[config.mk]
export PLATFORM = sky130hd
export DESIGN_NAME = mmu_tlb_lock_arb
export DESIGN_NICKNAME = d
export VERILOG_FILES = /design/src/rtl/mmu_tlb_lock_arb_pkg.sv /design/src/rtl/mmu_tlb_lock_arb_rr_pick.sv /design/src/rtl/mmu_tlb_lock_arb.sv
export SDC_FILE = /design/constraint.sdc
export NUM_CORES = 1
export LEC_CHECK = 0
export CORE_MARGIN = 2
export CORE_UTILIZATION = 57
export DETAILED_ROUTE_END_ITERATION = 7
export PLACE_DENSITY = 0.88
export SETUP_SLACK_MARGIN = 0.1
export SLEW_MARGIN = 15
export SYNTH_ARGS = -nofsm -noshare
export SYNTH_HDL_FRONTEND = slang
export SYNTH_SLANG_ARGS = --single-unit
[constraint.sdc]
create_clock -name aclk -period 2.7 [get_ports aclk]
set_input_delay 0.27 -clock aclk [delete_from_list [all_inputs] [get_ports aclk]]
set_output_delay 0.27 -clock aclk [all_outputs]
set_load 0.005 [all_outputs]
[src/rtl/mmu_tlb_lock_arb_pkg.sv]
// Shared types and constants for the MMU TLB lock arbiter.
// The requester indices name the fixed rd/wr ports of the lookup mux.
package mmu_tlb_lock_arb_pkg;

   typedef enum logic [1:0] {
      ARB_IDLE  = 2'd0,
      ARB_GRANT = 2'd1,
      ARB_DRAIN = 2'd2
   } tlb_arb_state_t;

   localparam int TLB_ARB_RD      = 0;
   localparam int TLB_ARB_WR      = 1;
   localparam int TLB_ARB_DRAIN_W = 4;

   function automatic int own_bits(input int n);
      return (n < 3) ? 1 : $clog2(n);
   endfunction

endpackage

[src/rtl/mmu_tlb_lock_arb_rr_pick.sv]
// Combinational round-robin finder: first set bit of req starting at ptr, wrapping.
// ptr must be below N.
module mmu_tlb_lock_arb_rr_pick #(
   parameter int N = 2,
   parameter int W = 1
) (
   input  logic [N-1:0] req,
   input  logic [W-1:0] ptr,
   output logic [W-1:0] idx,
   output logic         vld
);

   logic [N-1:0] rot_s;
   logic [W:0]   sum_s;

   assign rot_s = N'({req, req} >> ptr);

   // scan from the far end so the position closest to ptr is written last
   always_comb begin
      idx   = {W{1'b0}};
      vld   = 1'b0;
      sum_s = {(W+1){1'b0}};
      for (int k = N - 1; k >= 0; k--) begin
         sum_s = {1'b0, ptr} + (W+1)'(k);
         if (rot_s[k]) begin
            idx = (sum_s >= (W+1)'(N)) ? W'(sum_s - (W+1)'(N)) : W'(sum_s);
            vld = 1'b1;
         end else begin
            idx = idx;
         end
      end
   end

endmodule

[src/rtl/mmu_tlb_lock_arb.sv]
// Round-robin lock arbiter for the shared dTlb/sTlb lookup ports of one vFPGA MMU region.
// The mux select is held through a drain window so in-flight lookups reach their owner.
module mmu_tlb_lock_arb
   import mmu_tlb_lock_arb_pkg::*;
#(
   parameter int N_REQ       = 2,
   parameter int TURN_CYCLES = 2,
   parameter int HOLD_MAX    = 1024,
   parameter int ID_REG      = 0
) (
   input  logic                        aclk,
   input  logic                        areset,
   input  logic [N_REQ-1:0]            lock_req,
   input  logic [N_REQ-1:0]            unlock,
   output logic [N_REQ-1:0]            lock_gnt,
   output logic [own_bits(N_REQ)-1:0]  owner_id,
   output logic                        owner_vld,
   output logic                        busy,
   output logic                        tmo_irq,
   output logic                        tmo_err,
   input  logic                        err_clr,
   output logic                        bad_unlock
);

   localparam int OWN_BITS = own_bits(N_REQ);
   localparam int HCW      = (HOLD_MAX < 1) ? 1 : $clog2(HOLD_MAX + 1);
   localparam int DW       = TLB_ARB_DRAIN_W;

   localparam logic [HCW-1:0]   HOLD_LIM   = HCW'(HOLD_MAX);
   localparam logic [DW-1:0]    DRAIN_INIT = DW'(TURN_CYCLES - 1);
   localparam logic [N_REQ-1:0] ONE_HOT0   = N_REQ'(1);

   if (N_REQ < 2 || N_REQ > 8) begin : g_bad_n_req
      $error("mmu_tlb_lock_arb: N_REQ must be 2..8");
   end
   if (TURN_CYCLES < 1 || TURN_CYCLES > 15) begin : g_bad_turn
      $error("mmu_tlb_lock_arb: TURN_CYCLES must be 1..15");
   end
   if (HOLD_MAX < 0 || ID_REG < 0) begin : g_bad_misc
      $error("mmu_tlb_lock_arb: HOLD_MAX and ID_REG must be non-negative");
   end

   tlb_arb_state_t      state_r,      state_s;
   logic [N_REQ-1:0]    lock_gnt_r,   lock_gnt_s;
   logic [OWN_BITS-1:0] owner_id_r,   owner_id_s;
   logic                owner_vld_r,  owner_vld_s;
   logic                busy_r,       busy_s;
   logic                tmo_irq_r,    tmo_irq_s;
   logic                tmo_err_r,    tmo_err_s;
   logic                bad_unlock_r, bad_unlock_s;
   logic [OWN_BITS-1:0] rr_ptr_r,     rr_ptr_s;
   logic [HCW-1:0]      hold_cnt_r,   hold_cnt_s;
   logic [DW-1:0]       drain_cnt_r,  drain_cnt_s;

   logic [OWN_BITS-1:0] pick_idx_s;
   logic                pick_vld_s;
   logic [N_REQ-1:0]    owner_mask_s;
   logic [HCW-1:0]      hold_inc_s;
   logic                tmo_set_s;
   logic                bad_set_s;

   mmu_tlb_lock_arb_rr_pick #(
      .N (N_REQ),
      .W (OWN_BITS)
   ) u_rr_pick (
      .req (lock_req),
      .ptr (rr_ptr_r),
      .idx (pick_idx_s),
      .vld (pick_vld_s)
   );

   assign owner_mask_s = ONE_HOT0 << owner_id_r;
   assign hold_inc_s   = hold_cnt_r + HCW'(1);

   // next-state and next-output logic
   always_comb begin
      state_s     = state_r;
      lock_gnt_s  = lock_gnt_r;
      owner_id_s  = owner_id_r;
      owner_vld_s = owner_vld_r;
      rr_ptr_s    = rr_ptr_r;
      hold_cnt_s  = hold_cnt_r;
      drain_cnt_s = drain_cnt_r;
      tmo_irq_s   = 1'b0;
      tmo_set_s   = 1'b0;
      bad_set_s   = 1'b0;
      case (state_r)
         ARB_IDLE: begin
            bad_set_s = |unlock;
            if (pick_vld_s) begin
               state_s     = ARB_GRANT;
               lock_gnt_s  = ONE_HOT0 << pick_idx_s;
               owner_id_s  = pick_idx_s;
               owner_vld_s = 1'b1;
               rr_ptr_s    = (pick_idx_s == OWN_BITS'(N_REQ - 1)) ? OWN_BITS'(0)
                                                                   : pick_idx_s + OWN_BITS'(1);
               hold_cnt_s  = {HCW{1'b0}};
            end else begin
               state_s = ARB_IDLE;
            end
         end
         ARB_GRANT: begin
            bad_set_s = |(unlock & ~owner_mask_s);
            if (|(unlock & owner_mask_s)) begin
               state_s     = ARB_DRAIN;
               lock_gnt_s  = {N_REQ{1'b0}};
               owner_vld_s = 1'b0;
               drain_cnt_s = DRAIN_INIT;
            end else if (hold_cnt_r != HOLD_LIM) begin
               // HOLD_MAX of zero leaves hold_cnt parked at its limit, so no timeout
               hold_cnt_s = hold_inc_s;
               tmo_irq_s  = (hold_inc_s == HOLD_LIM);
               tmo_set_s  = (hold_inc_s == HOLD_LIM);
            end else begin
               hold_cnt_s = hold_cnt_r;
            end
         end
         ARB_DRAIN: begin
            bad_set_s = |unlock;
            if (drain_cnt_r == {DW{1'b0}}) begin
               state_s = ARB_IDLE;
            end else begin
               drain_cnt_s = drain_cnt_r - DW'(1);
            end
         end
         default: begin
            state_s     = ARB_IDLE;
            lock_gnt_s  = {N_REQ{1'b0}};
            owner_vld_s = 1'b0;
         end
      endcase
      busy_s       = (state_s != ARB_IDLE);
      tmo_err_s    = tmo_set_s | (tmo_err_r & ~err_clr);
      bad_unlock_s = bad_set_s | (bad_unlock_r & ~err_clr);
   end

   // state and registered outputs, synchronous reset
   always_ff @(posedge aclk) begin
      if (areset) begin
         state_r      <= ARB_IDLE;
         lock_gnt_r   <= {N_REQ{1'b0}};
         owner_id_r   <= OWN_BITS'(TLB_ARB_RD);
         owner_vld_r  <= 1'b0;
         busy_r       <= 1'b0;
         tmo_irq_r    <= 1'b0;
         tmo_err_r    <= 1'b0;
         bad_unlock_r <= 1'b0;
         rr_ptr_r     <= {OWN_BITS{1'b0}};
         hold_cnt_r   <= {HCW{1'b0}};
         drain_cnt_r  <= {DW{1'b0}};
      end else begin
         state_r      <= state_s;
         lock_gnt_r   <= lock_gnt_s;
         owner_id_r   <= owner_id_s;
         owner_vld_r  <= owner_vld_s;
         busy_r       <= busy_s;
         tmo_irq_r    <= tmo_irq_s;
         tmo_err_r    <= tmo_err_s;
         bad_unlock_r <= bad_unlock_s;
         rr_ptr_r     <= rr_ptr_s;
         hold_cnt_r   <= hold_cnt_s;
         drain_cnt_r  <= drain_cnt_s;
      end
   end

   assign lock_gnt   = lock_gnt_r;
   assign owner_id   = owner_id_r;
   assign owner_vld  = owner_vld_r;
   assign busy       = busy_r;
   assign tmo_irq    = tmo_irq_r;
   assign tmo_err    = tmo_err_r;
   assign bad_unlock = bad_unlock_r;

endmodule
# After elaboration in Yosys (flattened, before gate mapping)
# Cells that the tools add are included.
[word_totals] reg_bits=26 in_bits=7 output_inout_bits=8 elab_cells=81
[op_classes] add_sub_neg=6 order_cmp=2 eq_ne=9 shift=3 mux=28 n_bitwise=9 reduce_logical=13
[op_table] cell="2-to-1 mux 11 bit" n=3
[op_table] cell="one-hot mux 11 bit (2 select lines)" n=1
[op_table] cell="2-to-1 mux 1 bit" n=13
[op_table] cell="one-hot mux 2 bit (3 select lines)" n=2
[op_table] cell="adder 11 x 1 -> 11 bit (second input constant)" n=1
[op_table] cell="== test 11 bit (second input constant)" n=1
[op_table] cell="inequality test 11 bit (second input constant)" n=1
[op_table] cell="inequality test 2 bit (second input constant)" n=5
[op_table] cell="2-to-1 mux 2 bit" n=4
[op_table] cell="2-to-1 mux 4 bit" n=2
[op_table] cell="one-hot mux 4 bit (2 select lines)" n=1
[op_table] cell="OR reduction 2 bit" n=4
[op_table] cell="AND reduction 3 bit" n=2
[op_table] cell="nonzero test 2 bit" n=3
[op_table] cell="AND 2 bit" n=2
[op_table] cell="zero test 4 bit" n=1
[op_table] cell="AND reduction 4 bit" n=1
[op_table] cell="left shift 1 x 1 -> 2 bit (first input constant)" n=2
[op_table] cell="right shift 4 x 1 -> 2 bit" n=1
[op_table] cell="subtractor 4 x 1 -> 4 bit (second input constant)" n=1
[op_table] cell="one-hot mux 1 bit (3 select lines)" n=1
[op_table] cell="adder 1 x 1 -> 2 bit (second input constant)" n=1
[op_table] cell="AND 1 bit" n=2
[op_table] cell="== test 2 x 1 -> 1 bit (second input constant)" n=1
[op_table] cell="other kinds (11)" n=14

# Depth between registers and ports, before layout
# Gate-level depths: netlist (run 1).
[depth] ltp_word=8 depth_mapped=7 mapped_depth_nobuf=7

# Modules after synthesis
# From an unflattened synthesis (run 1), not the netlist that was laid out.
[hier_totals] hier_cells=173 area_unflattened_um2=1442.6
[modules_own_cells] mod="mmu_tlb_lock_arb" instances=1 cells_per_inst=170 area_each_um2=1425.1 seq_area_each_um2=520.5
[modules_own_cells] mod="mmu_tlb_lock_arb_rr_pick" instances=1 cells_per_inst=3 area_each_um2=17.5 seq_area_each_um2=0.0

# Worst setup path before layout (run 1)
# Ideal clock, no wire load.
[synth_path] path_kind="register to register" from="register hold_cnt_r[0]" to="register hold_cnt_r[2]" setup_time_ns=0.117 t_arrival_ns=1.603 required_time_ns=2.583 setup_slack_ns=0.979 path_stages_with_launch=8 path_buffers=0 period_less_slack_ns=1.721 cell_sequence="dfxtp_1 inv_1 ha_1 nor4bb_1 and3_2 a21oi_4 o21ai_0 a32o_1"
[synth_between] elab_chain_len=4 word_cells_on_any_way=7 cone_classes="add/sub (1); eq/ne (2); mux (3); reduce/logical (1)"
[synth_lines] item="from (decl)" line_no="mmu_tlb_lock_arb.sv:52" text="logic [HCW-1:0] hold_cnt_r, hold_cnt_s;"
[synth_lines] item="from (signal assigned)" line_no="mmu_tlb_lock_arb.sv:149" text="hold_cnt_r <= {HCW{1'b0}};"
[synth_lines] item="from (signal assigned)" line_no="mmu_tlb_lock_arb.sv:161" text="hold_cnt_r <= hold_cnt_s;"
[synth_lines] item="adder 11 x 1 -> 11 bit" line_no="mmu_tlb_lock_arb.sv:73" text="assign hold_inc_s = hold_cnt_r + HCW'(1);"
[synth_lines] item="2-to-1 mux 11 bit" line_no="mmu_tlb_lock_arb.sv:109" text="end else if (hold_cnt_r != HOLD_LIM) begin"
[synth_lines] item="2-to-1 mux 11 bit" line_no="mmu_tlb_lock_arb.sv:104" text="if (|(unlock & owner_mask_s)) begin"
[synth_lines] item="one-hot mux 11 bit (2 select lines)" line_no="mmu_tlb_lock_arb.sv:87" text="case (state_r)"
# Several ways; a longest one is shown, not always the timed one. The select of a mux whose other input is x is not followed.
# A chain may end at the register's enable or synchronous reset.

# Final worst setup path (run 1)
[layout_path] from="register hold_cnt_r[0]" to="register hold_cnt_r[0]"
# The elaborated chain is that of the path after synthesis.

==> run metrics, run 1 <==
status=finished, final reports clean; Antenna Cells=0; core area=0.002477 mm^2; first-pass GRT wire length=4968 um; Syn Inst Count=168; number of routed nets with antenna violations=0; antenna violations before repair=0; CTS Hold Buffers Added=0; fmax=502.0 MHz; crit-path max FO=9; Clock Latency Late Sink=around 0.32 ns; routed len/inst=between 15 and 20 um; Max Root-Sink Buffers=2; dpl hpwl=2266 um; All-Layer GR Usage=around 23%; Worst slew margin=57.31%; die height=55 um; row count=18; CTS root buf=clkbuf_4; asr flop ratio synth=0%; R2R Path End=hold_cnt_r[0]$_SDFFE_PP0P_; ys flop type=dfxtp_1; reg2reg path depth=7; Crit Reg-Reg Startpoint=hold_cnt_r[0]$_SDFFE_PP0P_; total CTS buffers=3; power density over the cells=464.4 mW/mm^2; Post-route DRC=0; WL final=approximately 3100 um; Lkg Pwr=0.6037 nW; Congestion Overflow GR=0; boundary pin count=15; Pre-antenna DRT Iters=4; Via density=6.248; worst IR drop on VDD=0.3479 mV; met1 usage=just under 30%; min cycle time layout=1.992 ns; Starting Density=approximately three fifths; Initial DRC Count=50; worst hold path type=reg -> reg; syn_nets=179; Post-CTS Resized=0; Final GP Congestion=between 0.8 and 0.9; Setup crit end kind=flop; gr busiest metal=met2; design area=0.001638 mm^2; Final Cycle Share=73.78%; nets@finish=189; Setup CP Type=reg -> reg; CTS tree=done; Port Buf Inserts=14; crit path DAT=2.23 ns; die width=55 um; R2R setup slack=between 0.7 and 0.8 ns; Worst Path Required=2.94 ns; met2 Use GR=about two fifths; Syn-to-layout area delta=10.46%; Setup violations, final=0; Yosys reg bits=26; Hold EP=lock_gnt[1]$_SDFFE_PP0P_; Syn Area/Cell=8.825 um^2; final count of hold timing violations=0; H-tree depth=1; most common cell after layout, fill and taps aside=dfxtp_1; clock sinks=26; layout cells sized above 1=11.36%; hold path startpoint=lock_gnt[1]$_SDFFE_PP0P_; sequential share of the synthesized area=35.11%; Post-Syn Area=0.001483 mm^2; largest net degree at the start of global routing=26; Clk pin slew, worst setup/hold paths=0.15 ns; CP startpoint kind=flop; Ys Warns=0; most frequent cells in the layout=dfxtp_1, nor2_1, o21ai_0, clkdlybuf4s50_1, inv_1; Final Max Tran Viols=0; post-CTS setup buffers=0; Max-Cap Viols=0; EDFF count, synth=0; instance area after placement=0.001615 mm^2; die area=0.003025 mm^2; RSZ-0062 raised after global routing=false; Synth cell types=44; global-route track usage on met3=2.419%; number of cells on the worst hold path=2; setup ws final=0.7079 ns; routed vias=1287; worst slew pin tran=0.6369 ns; Setup TNS Final=0 ns; vias in the first global route=1130; final setup skew=0.009234 ns; Setup WS pre-CTS=0.7473 ns
-- cells in the mapped netlist (4+ instances only) --
library cell	n	area, um^2
nand2_1	6	22.52
a32o_1	8	80.08
nor3b_1	7	52.55
a21oi_1	5	25.02
a31oi_1	4	25.02
nor4_1	5	31.28
and3_1	4	25.02
ha_1	4	50.05
nand3_1	5	25.02
nor3_1	5	25.02
o21ai_0	14	70.07
xnor2_1	4	35.03
inv_1	9	33.78
nor2_1	19	71.32
dfxtp_1	26	520.5
-- logic make-up after synthesis --
logic type | after synthesis | share of synthesized area [%]
fa+ha+maj | 4 | 3.376
flops | 26 | 35.11
buf+inv | 20 | 6.075
xor+xnor | 7 | 4.135
compound gates | 41 | 20.93
simple gates | 68 | 27.85
mux | 2 | 2.531
-- sequential cells by signal, summed over array words and instances (netlist names) --
name         cells
owner_id         1
hold_cnt_r      11
state_r          2
bad_unlock       1
lock_gnt         2
tmo_err          1
tmo_irq          1
rr_ptr_r         1
drain_cnt_r      4
busy             1
owner_vld        1
-- metal layers --
| metal | vias to the layer above | part of all wire [%] |
|---|---|---|
| li1 | 633 | - |
| met1 | 603 | 45 |
| met2 | 43 | 49 |
| met3 | 8 | 4.5 |
| met4 | 0 | 1.5 |
| met5 | - | 0 |
-- worst max-delay path, stage by stage, from the launching register on --
cell and delay (ns):
dfxtp_1 0.46, inv_1 0.10, ha_1 0.20, nor4bb_1 0.12
and3_2 0.26, nor3_2 0.54, nand3_1 0.15, o31ai_1 0.09
-- metrics by stage --
step / instances / hold WS [ns] / util (%) / power (mW)
final: 206 / 0.4761 / 66.11 / 0.7606
after global routing: 206 / 0.5019 / 66.11 / 0.7928
after CTS: 206 / 0.4782 / 66.11 / 0.7627
after detailed placement: 203 / 0.4554 / 65.20 / 0.5976
after global placement: 203 / 0.4415 / 65.20 / 0.5899
after floorplan: 168 / 0.4163 / - / 0.5425
-- area by class of cell --
class	count	area [um^2]
sequential	26	520.5
inverter	10	37.54
clock buffer	3	22.52
timing repair buffer	15	147.6
multi-input combinational	122	872.1
fill	202	839.6
tap	30	37.54
-- where the power goes --
part	switching, mW	total (mW)	internal, mW
Clock	0.117	0.169	0.0523
Sequential	0.0192	0.424	0.405
Combinational	0.0928	0.168	0.0749
-- worst max-delay path by stage --
| stage | cells after the start | to | slack [ns] | startpoint |
|---|---|---|---|---|
| after global routing | 7 | hold_cnt_r[0]$_SDFFE_PP0P_ | 0.56 | hold_cnt_r[0]$_SDFFE_PP0P_ |
| after CTS | 7 | hold_cnt_r[0]$_SDFFE_PP0P_ | 0.73 | hold_cnt_r[0]$_SDFFE_PP0P_ |
| after floorplan | 7 | hold_cnt_r[2]$_SDFFE_PP0P_ | 0.98 | hold_cnt_r[0]$_SDFFE_PP0P_ |
| after detailed placement | 5 | hold_cnt_r[4]$_SDFFE_PP0P_ | 0.75 | unlock[0] |
| final | 7 | hold_cnt_r[0]$_SDFFE_PP0P_ | 0.71 | hold_cnt_r[0]$_SDFFE_PP0P_ |
| after global placement | 5 | hold_cnt_r[4]$_SDFFE_PP0P_ | 0.78 | unlock[0] |
Note: power is estimated with default switching activity, not from simulation.
==> run 2, diff against run 1 <==
--- a/config.mk
+++ b/config.mk
@@ -6,9 +6,9 @@
 export NUM_CORES = 1
 export LEC_CHECK = 0
 export CORE_MARGIN = 2
-export CORE_UTILIZATION = 57
+export CORE_UTILIZATION = 50
 export DETAILED_ROUTE_END_ITERATION = 7
-export PLACE_DENSITY = 0.88
+export PLACE_DENSITY = 0.82
 export SETUP_SLACK_MARGIN = 0.1
 export SLEW_MARGIN = 15
 export SYNTH_ARGS = -nofsm -noshare
==> constraint.sdc (replaced) <==
create_clock -name aclk -period 1.7 [get_ports aclk]
set_input_delay 0.17 -clock aclk [delete_from_list [all_inputs] [get_ports aclk]]
set_output_delay 0.17 -clock aclk [all_outputs]
set_load 0.005 [all_outputs]
==> run metrics, run 2 (synthesis results as in run 1) <==
Final GP Congestion=0.9004; Starting Density=53.31%; WL final=3649 um; fmax=about 610 MHz; layout cells sized above 1=~35%; final setup skew=around 0.0076 ns; overall power=1.389 mW; CTS root buf=clkbuf_4; dpl hpwl=~2400 um; met2 Use GR=36.12%; Setup crit end kind=flop; max reg flops=11; status=finished, final reports clean; most common cell after layout, fill and taps aside=buf_4; Max-Cap Viols=0; row count=19; antenna violations before repair=0; Pre-antenna DRT Iters=4; global-route track usage on met3=2.418%; Final Non-Filler Cells=240; CTS Hold Buffers Added=0; routed len/inst=15.20 um; Antenna Cells=0; Port Buf Inserts=14; Lkg Pwr=0.7956 nW; worst hold path type=reg -> reg; Biggest register=hold_cnt_r; Worst Path Required=1.98 ns; first-pass GRT wire length=5809 um; Initial DRC Count=55; largest net degree at the start of global routing=26; Congestion Overflow GR=0; power density over the cells=around 690 mW/mm^2; min cycle time layout=1.647 ns; Setup violations, final=0; final design utilization=72.20%; crit-path max FO=5; largest registers=hold_cnt_r (11), drain_cnt_r (4); dpl cells=225; most frequent cells in the layout=buf_4, nor2_1, dfxtp_1; final count of hold timing violations=0; boundary pin count=15; CP startpoint kind=flop; die area=0.003417 mm^2; worst hold slack=0.4665 ns; Via density=5.888; All-Layer GR Usage=22.21%; total CTS buffers=3; CTS tree=done; Final Max Tran Viols=0; Setup CP Type=reg -> reg; die height=58.46 um; die width=58.46 um; crit path DAT=1.92 ns; Syn-to-layout area delta=35.44%; nets@finish=about 220; met1 usage=28.31%; gr busiest metal=met2; Post-route DRC=0; H-tree depth=1; Clk pin slew, worst setup/hold paths=0.14 ns; core area=0.002781 mm^2; Max Root-Sink Buffers=2; clock sinks=26; Clock Latency Late Sink=roughly 0.33 ns; RSZ-0062 raised after global routing=true; R2R setup slack=~0.053 ns; Worst slew margin=77.60%; worst slew pin tran=about 0.33 ns; routed vias=1413; number of routed nets with antenna violations=0; Final Cycle Share=96.85%; worst IR drop on VDD=0.5216 mV; vias in the first global route=1338
==> run 2: cell count changes in the layout (fill, tap and decap cells not counted), moves of 2 or more <==
cell,delta
buf_6,+4
o21ai_0,-7
o21ai_1,+3
inv_2,+2
buf_4,+27
dfxtp_1,-8
dfxtp_2,+8
o21ai_2,+4
ha_1,-2
ha_4,+2
inv_1,-2
==> run 2: critical path: stages, from the launching register on <==
cell,delay (ns)
dfxtp_2,0.37
inv_2,0.05
ha_4,0.14
nor4bb_1,0.11
and3_2,0.23
a21oi_4,0.18
buf_6,0.15
mux2_4,0.30
nor2_2,0.07
==> run 2: cell type report <==
| cell class | instances | area [um^2] |
|---|---|---|
| Sequential cell | 26 | 530.5 |
| Timing Repair Buffer | 47 | 415.4 |
| Tap cell | 31 | 38.79 |
| Clock buffer | 4 | 36.28 |
| Multi-Input combinational cell | 122 | 949.7 |
| Inverter | 10 | 37.54 |
| Fill cell | 204 | 773.2 |
==> run 2: final timing paths <==
path / from / end / depth (start not counted)
min reg2reg: lock_gnt[1]$_SDFFE_PP0P_ / lock_gnt[1]$_SDFFE_PP0P_ / 2
max reg2reg: hold_cnt_r[0]$_SDFFE_PP0P_ / hold_cnt_r[1]$_SDFFE_PP0P_ / 8
max: hold_cnt_r[0]$_SDFFE_PP0P_ / hold_cnt_r[1]$_SDFFE_PP0P_ / 8
min: lock_gnt[1]$_SDFFE_PP0P_ / lock_gnt[1]$_SDFFE_PP0P_ / 2
==> run 2: what timing repair did <==
action,in CTS,in global routing
gates cloned,1,0
pin swaps,13,16
buffers inserted,7,3
setup endpoints to repair,12,17
gates resized for setup,19,18
==> run 2: report_power, final <==
group	total, mW	internal (mW)	switching, mW
logic	0.389	0.201	0.188
clock network	0.327	0.131	0.196
registers	0.673	0.645	0.0276
==> run 2: metal layers <==
layer / vias up / wire length, um / share of wire [%]
met5: - / 0 / 0
met4: 0 / 102 / 2.8
met3: 10 / 163 / 4.5
met2: 43 / 1816 / 50
met1: 664 / 1567 / 43
li1: 696 / - / -
==> run 2: metrics by stage <==
stage	instance area, um^2	setup TNS (ns)	setup WS, ns
after floorplan	1485	0	0.1041
after global placement	1777	-0.1316	-0.03019
after detailed placement	1777	-0.8185	-0.1008
after CTS	1916	-0.007305	-0.007305
after global routing	2008	-0.06717	-0.03951
final	2008	0	0.05350
